### src/rtl/rv_wb_pkg.sv
// rv_wb_pkg: shared writeback-source encoding and load funct3 codes for the MEM/WB stage.
package rv_wb_pkg;

    typedef enum logic [1:0] {
        WB_ALU  = 2'b00,
        WB_LOAD = 2'b01,
        WB_PC4  = 2'b10,
        WB_IMM  = 2'b11
    } wb_sel_t;

    localparam logic [2:0] F3_LB  = 3'b000;
    localparam logic [2:0] F3_LH  = 3'b001;
    localparam logic [2:0] F3_LW  = 3'b010;
    localparam logic [2:0] F3_LBU = 3'b100;
    localparam logic [2:0] F3_LHU = 3'b101;

endpackage

### src/rtl/load_extend.sv
// load_extend: picks the addressed byte/halfword out of a raw memory word and sign/zero extends it.
module load_extend
    import rv_wb_pkg::*;
#(
    parameter int WIDTH = 32
) (
    input  logic [WIDTH-1:0] raw,
    input  logic [1:0]       offset,
    input  logic [2:0]       funct3,
    output logic [WIDTH-1:0] data,
    output logic             illegal
);

    // Widen to at least 32 bits so every byte lane index stays in range for narrow builds
    localparam int WW = WIDTH < 32 ? 32 : WIDTH;

    logic [WW-1:0]    wide;
    logic [7:0]       b;
    logic [15:0]      h;
    logic [WIDTH-1:0] sb;
    logic [WIDTH-1:0] sh;
    logic [WIDTH-1:0] zb;
    logic [WIDTH-1:0] zh;

    always_comb begin
        wide    = WW'(raw);
        b       = wide[{offset, 3'b000} +: 8];
        h       = wide[{offset[1], 4'b0000} +: 16];
        sb      = WIDTH'($signed(b));
        sh      = WIDTH'($signed(h));
        zb      = WIDTH'(b);
        zh      = WIDTH'(h);
        illegal = !(funct3 inside {F3_LB, F3_LH, F3_LW, F3_LBU, F3_LHU});
        data    = funct3 == F3_LB  ? sb :
                  funct3 == F3_LBU ? zb :
                  funct3 == F3_LH  ? sh :
                  funct3 == F3_LHU ? zh : raw;
    end

endmodule

### src/rtl/mem_wb_writeback.sv
// mem_wb_writeback: MEM/WB stage register, load extension, writeback mux and retire counter;
// drives the register bank write port, which samples it on the following falling edge.
module mem_wb_writeback
    import rv_wb_pkg::*;
#(
    parameter int WIDTH = 32,
    parameter int DEPTH = 32,
    parameter int AW    = $clog2(DEPTH)
) (
    input  logic             clk,
    input  logic             rst,
    input  logic             MEM_VALID,
    input  logic             MEM_REGWRITE,
    input  logic [1:0]       MEM_WB_SEL,
    input  logic [2:0]       MEM_FUNCT3,
    input  logic [AW-1:0]    MEM_ADR_WR_REG,
    input  logic [WIDTH-1:0] MEM_ALU_RESULT,
    input  logic [WIDTH-1:0] MEM_RD_DATA,
    input  logic [WIDTH-1:0] MEM_PC_PLUS4,
    input  logic [WIDTH-1:0] MEM_IMM,
    input  logic             STALL,
    input  logic             FLUSH,
    output logic             REGWRITE,
    output logic [AW-1:0]    ADR_WR_REG,
    output logic [WIDTH-1:0] WR_DATA,
    output logic             WB_VALID,
    output logic             LOAD_ERR,
    output logic [WIDTH-1:0] RETIRE_COUNT
);

    logic             valid_q, valid_d;
    logic             regwrite_q, regwrite_d;
    wb_sel_t          wb_sel_q, wb_sel_d;
    logic [2:0]       funct3_q, funct3_d;
    logic [AW-1:0]    rd_q, rd_d;
    logic [WIDTH-1:0] alu_q, alu_d;
    logic [WIDTH-1:0] rdata_q, rdata_d;
    logic [WIDTH-1:0] pc4_q, pc4_d;
    logic [WIDTH-1:0] imm_q, imm_d;
    logic [WIDTH-1:0] cnt_q, cnt_d;
    logic [WIDTH-1:0] load_data;
    logic             load_illegal;

    load_extend #(.WIDTH(WIDTH)) u_load_extend (
        .raw     (rdata_q),
        .offset  (alu_q[1:0]),
        .funct3  (funct3_q),
        .data    (load_data),
        .illegal (load_illegal)
    );

    always_comb begin
        valid_d    = valid_q;
        regwrite_d = regwrite_q;
        wb_sel_d   = wb_sel_q;
        funct3_d   = funct3_q;
        rd_d       = rd_q;
        alu_d      = alu_q;
        rdata_d    = rdata_q;
        pc4_d      = pc4_q;
        imm_d      = imm_q;
        if (FLUSH) begin
            valid_d    = 1'b0;
            regwrite_d = 1'b0;
            wb_sel_d   = WB_ALU;
            funct3_d   = '0;
            rd_d       = '0;
            alu_d      = '0;
            rdata_d    = '0;
            pc4_d      = '0;
            imm_d      = '0;
        end else if (!STALL) begin
            valid_d    = MEM_VALID;
            regwrite_d = MEM_REGWRITE;
            wb_sel_d   = wb_sel_t'(MEM_WB_SEL);
            funct3_d   = MEM_FUNCT3;
            rd_d       = MEM_ADR_WR_REG;
            alu_d      = MEM_ALU_RESULT;
            rdata_d    = MEM_RD_DATA;
            pc4_d      = MEM_PC_PLUS4;
            imm_d      = MEM_IMM;
        end
        // An instruction retires when it leaves the stage, and a flush also makes it leave
        cnt_d = cnt_q + WIDTH'(valid_q && (FLUSH || !STALL));
    end

    always_ff @(posedge clk or negedge rst) begin
        if (!rst) begin
            valid_q    <= 1'b0;
            regwrite_q <= 1'b0;
            wb_sel_q   <= WB_ALU;
            funct3_q   <= '0;
            rd_q       <= '0;
            alu_q      <= '0;
            rdata_q    <= '0;
            pc4_q      <= '0;
            imm_q      <= '0;
            cnt_q      <= '0;
        end else begin
            valid_q    <= valid_d;
            regwrite_q <= regwrite_d;
            wb_sel_q   <= wb_sel_d;
            funct3_q   <= funct3_d;
            rd_q       <= rd_d;
            alu_q      <= alu_d;
            rdata_q    <= rdata_d;
            pc4_q      <= pc4_d;
            imm_q      <= imm_d;
            cnt_q      <= cnt_d;
        end
    end

    always_comb begin
        LOAD_ERR     = valid_q && wb_sel_q == WB_LOAD && load_illegal;
        REGWRITE     = valid_q && regwrite_q && rd_q != '0 && !LOAD_ERR;
        ADR_WR_REG   = rd_q;
        WB_VALID     = valid_q;
        RETIRE_COUNT = cnt_q;
        WR_DATA      = !valid_q              ? '0        :
                       wb_sel_q == WB_LOAD   ? load_data :
                       wb_sel_q == WB_PC4    ? pc4_q     :
                       wb_sel_q == WB_IMM    ? imm_q     : alu_q;
    end

endmodule

### config.mk
export PLATFORM = sky130hd
export DESIGN_NAME = mem_wb_writeback
export DESIGN_NICKNAME = d
export VERILOG_FILES = /design/src/rtl/rv_wb_pkg.sv /design/src/rtl/load_extend.sv /design/src/rtl/mem_wb_writeback.sv
export SDC_FILE = /design/constraint.sdc
export NUM_CORES = 1
export LEC_CHECK = 0
export ABC_AREA = 1
export BUFFER_PORTS_ARGS = -buffer_cell sky130_fd_sc_hd__clkbuf_2
export CAP_MARGIN = 0
export CORE_ASPECT_RATIO = 1.5
export CORE_MARGIN = 3
export CORE_UTILIZATION = 40
export CTS_BUF_LIST = sky130_fd_sc_hd__clkbuf_4
export CTS_CLUSTER_SIZE = 14
export DETAILED_ROUTE_END_ITERATION = 7
export GPL_TIMING_DRIVEN = 0
export PLACE_DENSITY_LB_ADDON = 0.15
export SKIP_LAST_GASP = 1
export SYNTH_ARGS = -nofsm -noshare
export SYNTH_HDL_FRONTEND = slang
export SYNTH_SLANG_ARGS = --single-unit
### constraint.sdc
create_clock -name clk -period 2.5 [get_ports clk]
set_clock_uncertainty 0.05 [all_clocks]
set_input_delay 0.375 -clock clk [delete_from_list [all_inputs] [get_ports clk]]
set_output_delay 0.375 -clock clk [all_outputs]
set_load 0.01 [all_outputs]
==> key figures <==
Worst hold path
  • Worst Hold Depth: 3
  • End of the worst hold path: alu_q[13]
  • Hold Crit Class: in2reg
  • Hold_sp: MEM_ALU_RESULT[13]

Detailed routing
  • DRT iter0 DRCs: between 500 and 600
  • WL per Instance: 18.7 um
  • Routed Antenna Nets: 0
  • Drt pass-1 iters: 5
  • Vias per inst: 5.17
  • # DRC: 0
  • Via count: 10.0k
  • Total wire length: 36.2 mm

STA
  • Crit share post-route: 101%
  • Slew at the pin closest to its max-slew limit: 708 ps
  • Fin crit period: roughly 2500 ps
  • RSZ-0062 raised after global routing: true
  • Slew HR: 52.8%
  • Hold Vio Cnt, Final: 0
  • Final Slew Violations: 0
  • Setup ws final: -35.4 ps
  • WHS: about 15 ps
  • Highest clock rate: 0.394 GHz
  • Final setup violation count: 12

Synth
  • Syn_nets: roughly 1.4k
  • Syn Area/Cell: between 7 and 8 um2
  • Cells after synthesis: 1260
  • Most common cell in the netlist: nand2_1
  • Synth top area share: 46.3%
  • Cell Area, Synth: 9290 um2
  • Area leader, netlist: dfrtp_1
  • Post-synth top cells: nand2_1 (286), dfrtp_1 (172), a21oi_1 (165)
  • Largest cells by area after synthesis: dfrtp_1 (46%), nand2_1 (12%), a21oi_1 (8.9%)
  • Number of distinct library cells after synthesis: 29
  • EDFF count, synth: 0
  • Seq/Total Area, Yosys: 46.3%
  • Ys flop type: dfrtp_1
  • Synth warnings: 0
  • Share of synthesized registers carrying an async set or reset: 100%
  • Number of synthesized register bits: 172

CTS
  • CTS tree: built
  • Reg clk slew, reported paths: 160 ps
  • CTS max path bufs: 2
  • Clock sinks: 172
  • CTS Buf Count: 17
  • Worst skew pair latency: 610 ps
  • H-tree depth: 4
  • Clock root buffer: clkbuf_4

Critical path
  • Critical-path maximum fanout: 8
  • CP Capture Type: output port
  • Critical path's slowest cell: dfrtp_2
  • Most used cell, CP: buf_6
  • Worst Path Buf+Inv: 4
  • CP arrival: 2110 ps
  • Critical-path cell list: buf_6 -> nor2_4 -> nand2_4 -> buf_6 -> nand2_1 -> inv_1 -> nor2_2 -> buf_2
  • Delay-heaviest family, CP: buffers and inverters
  • RR Startpoint: WB_VALID
  • Critical Path Start Type: register
  • Reg2reg end: RETIRE_COUNT[18]
  • R2R cell count: 10
  • Setup CP Type: reg2out
  • R2r setup slk: 70 ps
  • Crit-path max cell delay: 490 ps
  • WP data required: 2080 ps

Floorplanning
  • Core footprint: 22600 um2
  • # IOs: around 220
  • Number of cell rows: 67
  • Die height: 193 um
  • Die X: 130 um
  • Initial Utilization: about two fifths
  • Die area: roughly 25000 um2

Cells and area
  • Share of cells above drive strength 1: 26.6%
  • Final core utilization: between 50% and 60%
  • Area delta synth->final: 41.3%
  • Nets: 1792

Power
  • Switching power: ~0.0021 W
  • Pleak: between 6 and 7 nW
  • Max VDD drop: 343 uV
  • Combinational share of power: 24.3%
  • P_int: 0.00418 W
  • Reg power frac: between 40 and 50%
  • Clk pwr share: a little over a quarter
  • Sw frac: 33.2%
  • Pwr/cell area: 476 nW/um2

Outcome
  • Status: finished with violations
  • Violated checks: negative setup slack

Placement
  • # port buffers: 214
  • Dpl ws: -704 ps
  • DP Wirelength: approximately 27 mm
  • GP Congestion: 0.955

Global route
  • GRT Overall Usage: 28.6%
  • GRT Residual Overflow: 0
  • Largest net degree at the start of global routing: approximately 100
  • Vias in the first global route: between 10k and 15k
  • First-pass GRT wire length: 53.9 mm
  • Antenna violations before repair: 1

Flow run
  • Max cap viols: 0
sequential cells by signal, indices dropped and copies added, names as in the netlist:
register	flops
rdata_q	32
alu_q	32
wb_sel_q	2
pc4_q	32
ADR_WR_REG	5
WB_VALID	1
imm_q	32
funct3_q	3
regwrite_q	1
RETIRE_COUNT	32
layout make-up:
cell class              count  area, um2
fillers                  2208       9430
multi-input cells         849       4420
flip-flops and latches    172       4310
repair buffers            366       2640
inverters                 164        649
plain buffers              75        492
well taps                 276        345
clock inverters            14        145
clock buffers              17        128
diodes                      1       2.50
cell usage in the layout, fill, tap and decap left out, types with 2 or more instances in the layout:
cell	count
nor3_1	2
inv_6	2
clkbuf_4	20
inv_4	4
inv_1	144
nand3b_1	11
nand3_1	91
a21oi_4	6
nand2_1	269
buf_4	33
xnor2_1	5
dfrtp_1	167
xor2_1	12
a21oi_1	152
nand3_2	25
bufinv_16	2
clkbuf_2	196
inv_2	11
clkbuf_8	3
clkinv_1	2
nand3_4	2
clkinvlp_4	8
nand2_4	10
clkbuf_1	30
clkinv_4	3
buf_2	25
buf_6	31
nor2_2	14
o21ai_0	118
o211ai_1	16
dfrtp_2	5
nand2_2	12
dlygate4sd3_1	116
a21oi_2	7
ha_1	3
nor2_4	16
nor2_1	75
through the flow:
stage               area (um2)  std cells  power [W]  setup TNS (ps)
floorplan                 9290       1260    0.00375               0
global placement         10700       1750    0.00428         -407750
detailed placement       10700       1751    0.00430           -8820
CTS                      12700       1923    0.00617            -525
global route             13100       1934    0.00655           -2650
finish                   13100       1934    0.00625            -168
per-layer routing:
metal / GRT usage (%) / share of wire, % / vias up
met5: 0 / 0 / -
met4: 14.4 / 5.0 / 0
met3: 4.60 / 5.4 / 90
met2: 52.8 / 54 / 371
met1: 30.9 / 36 / 4725
li1: - / - / 4819
power groups by stage:
stage	Sequential [W]	Combinational [W]	Clock, W
2_1_floorplan	0.00313	0.000622	0
3_3_place_gp	0.00313	0.00115	0
3_5_place_dp	0.00314	0.00116	0
4_1_cts	0.00309	0.00141	0.00167
5_1_grt	0.00311	0.00167	0.00177
6_report	0.00309	0.00152	0.00164
worst max path at each step:
| stage | endpoint | startpoint | depth (start not counted) | slack [ps] |
|---|---|---|---|---|
| finish | WR_DATA[22] | wb_sel_q[1] | 8 | -40 |
| global route | WR_DATA[11] | wb_sel_q[1] | 9 | -120 |
| CTS | WR_DATA[8] | funct3_q[0] | 9 | -60 |
| detailed placement | RETIRE_COUNT[18] | STALL | 13 | -700 |
| global placement | pc4_q[16] | rst | 1 | -2350 |
| floorplan | RETIRE_COUNT[30] | STALL | 15 | 150 |
logic make-up after synthesis:
logic type	after synthesis	synth area share, %
AO/OA/AOI/OAI	299	16.5
XOR/XNOR	17	1.60
adder cells (fa/ha/maj)	3	0.404
buffers and inverters	240	10.7
flip-flops	172	46.3
AND/OR/NAND/NOR	529	24.4
worst reg2reg max path: stages (launching register included):
cell and delay, ps:
dfrtp_2 400, inv_2 70, clkbuf_4 220, nor2_1 190
ha_1 200, ha_1 210, nand3_2 170, nor2_4 240
nand2_1 130, nor2_1 270, xor2_1 180
repair_timing:
item	4_1_cts	5_1_grt
pin swaps	25	42
cloned	5	3
buffers inserted	23	5
gates resized for setup	96	119
endpoints found under the hold margin	185	2
setup endpoints to repair	40	35
hold buffers	114	2
Note: power is estimated with default switching activity, not from simulation.
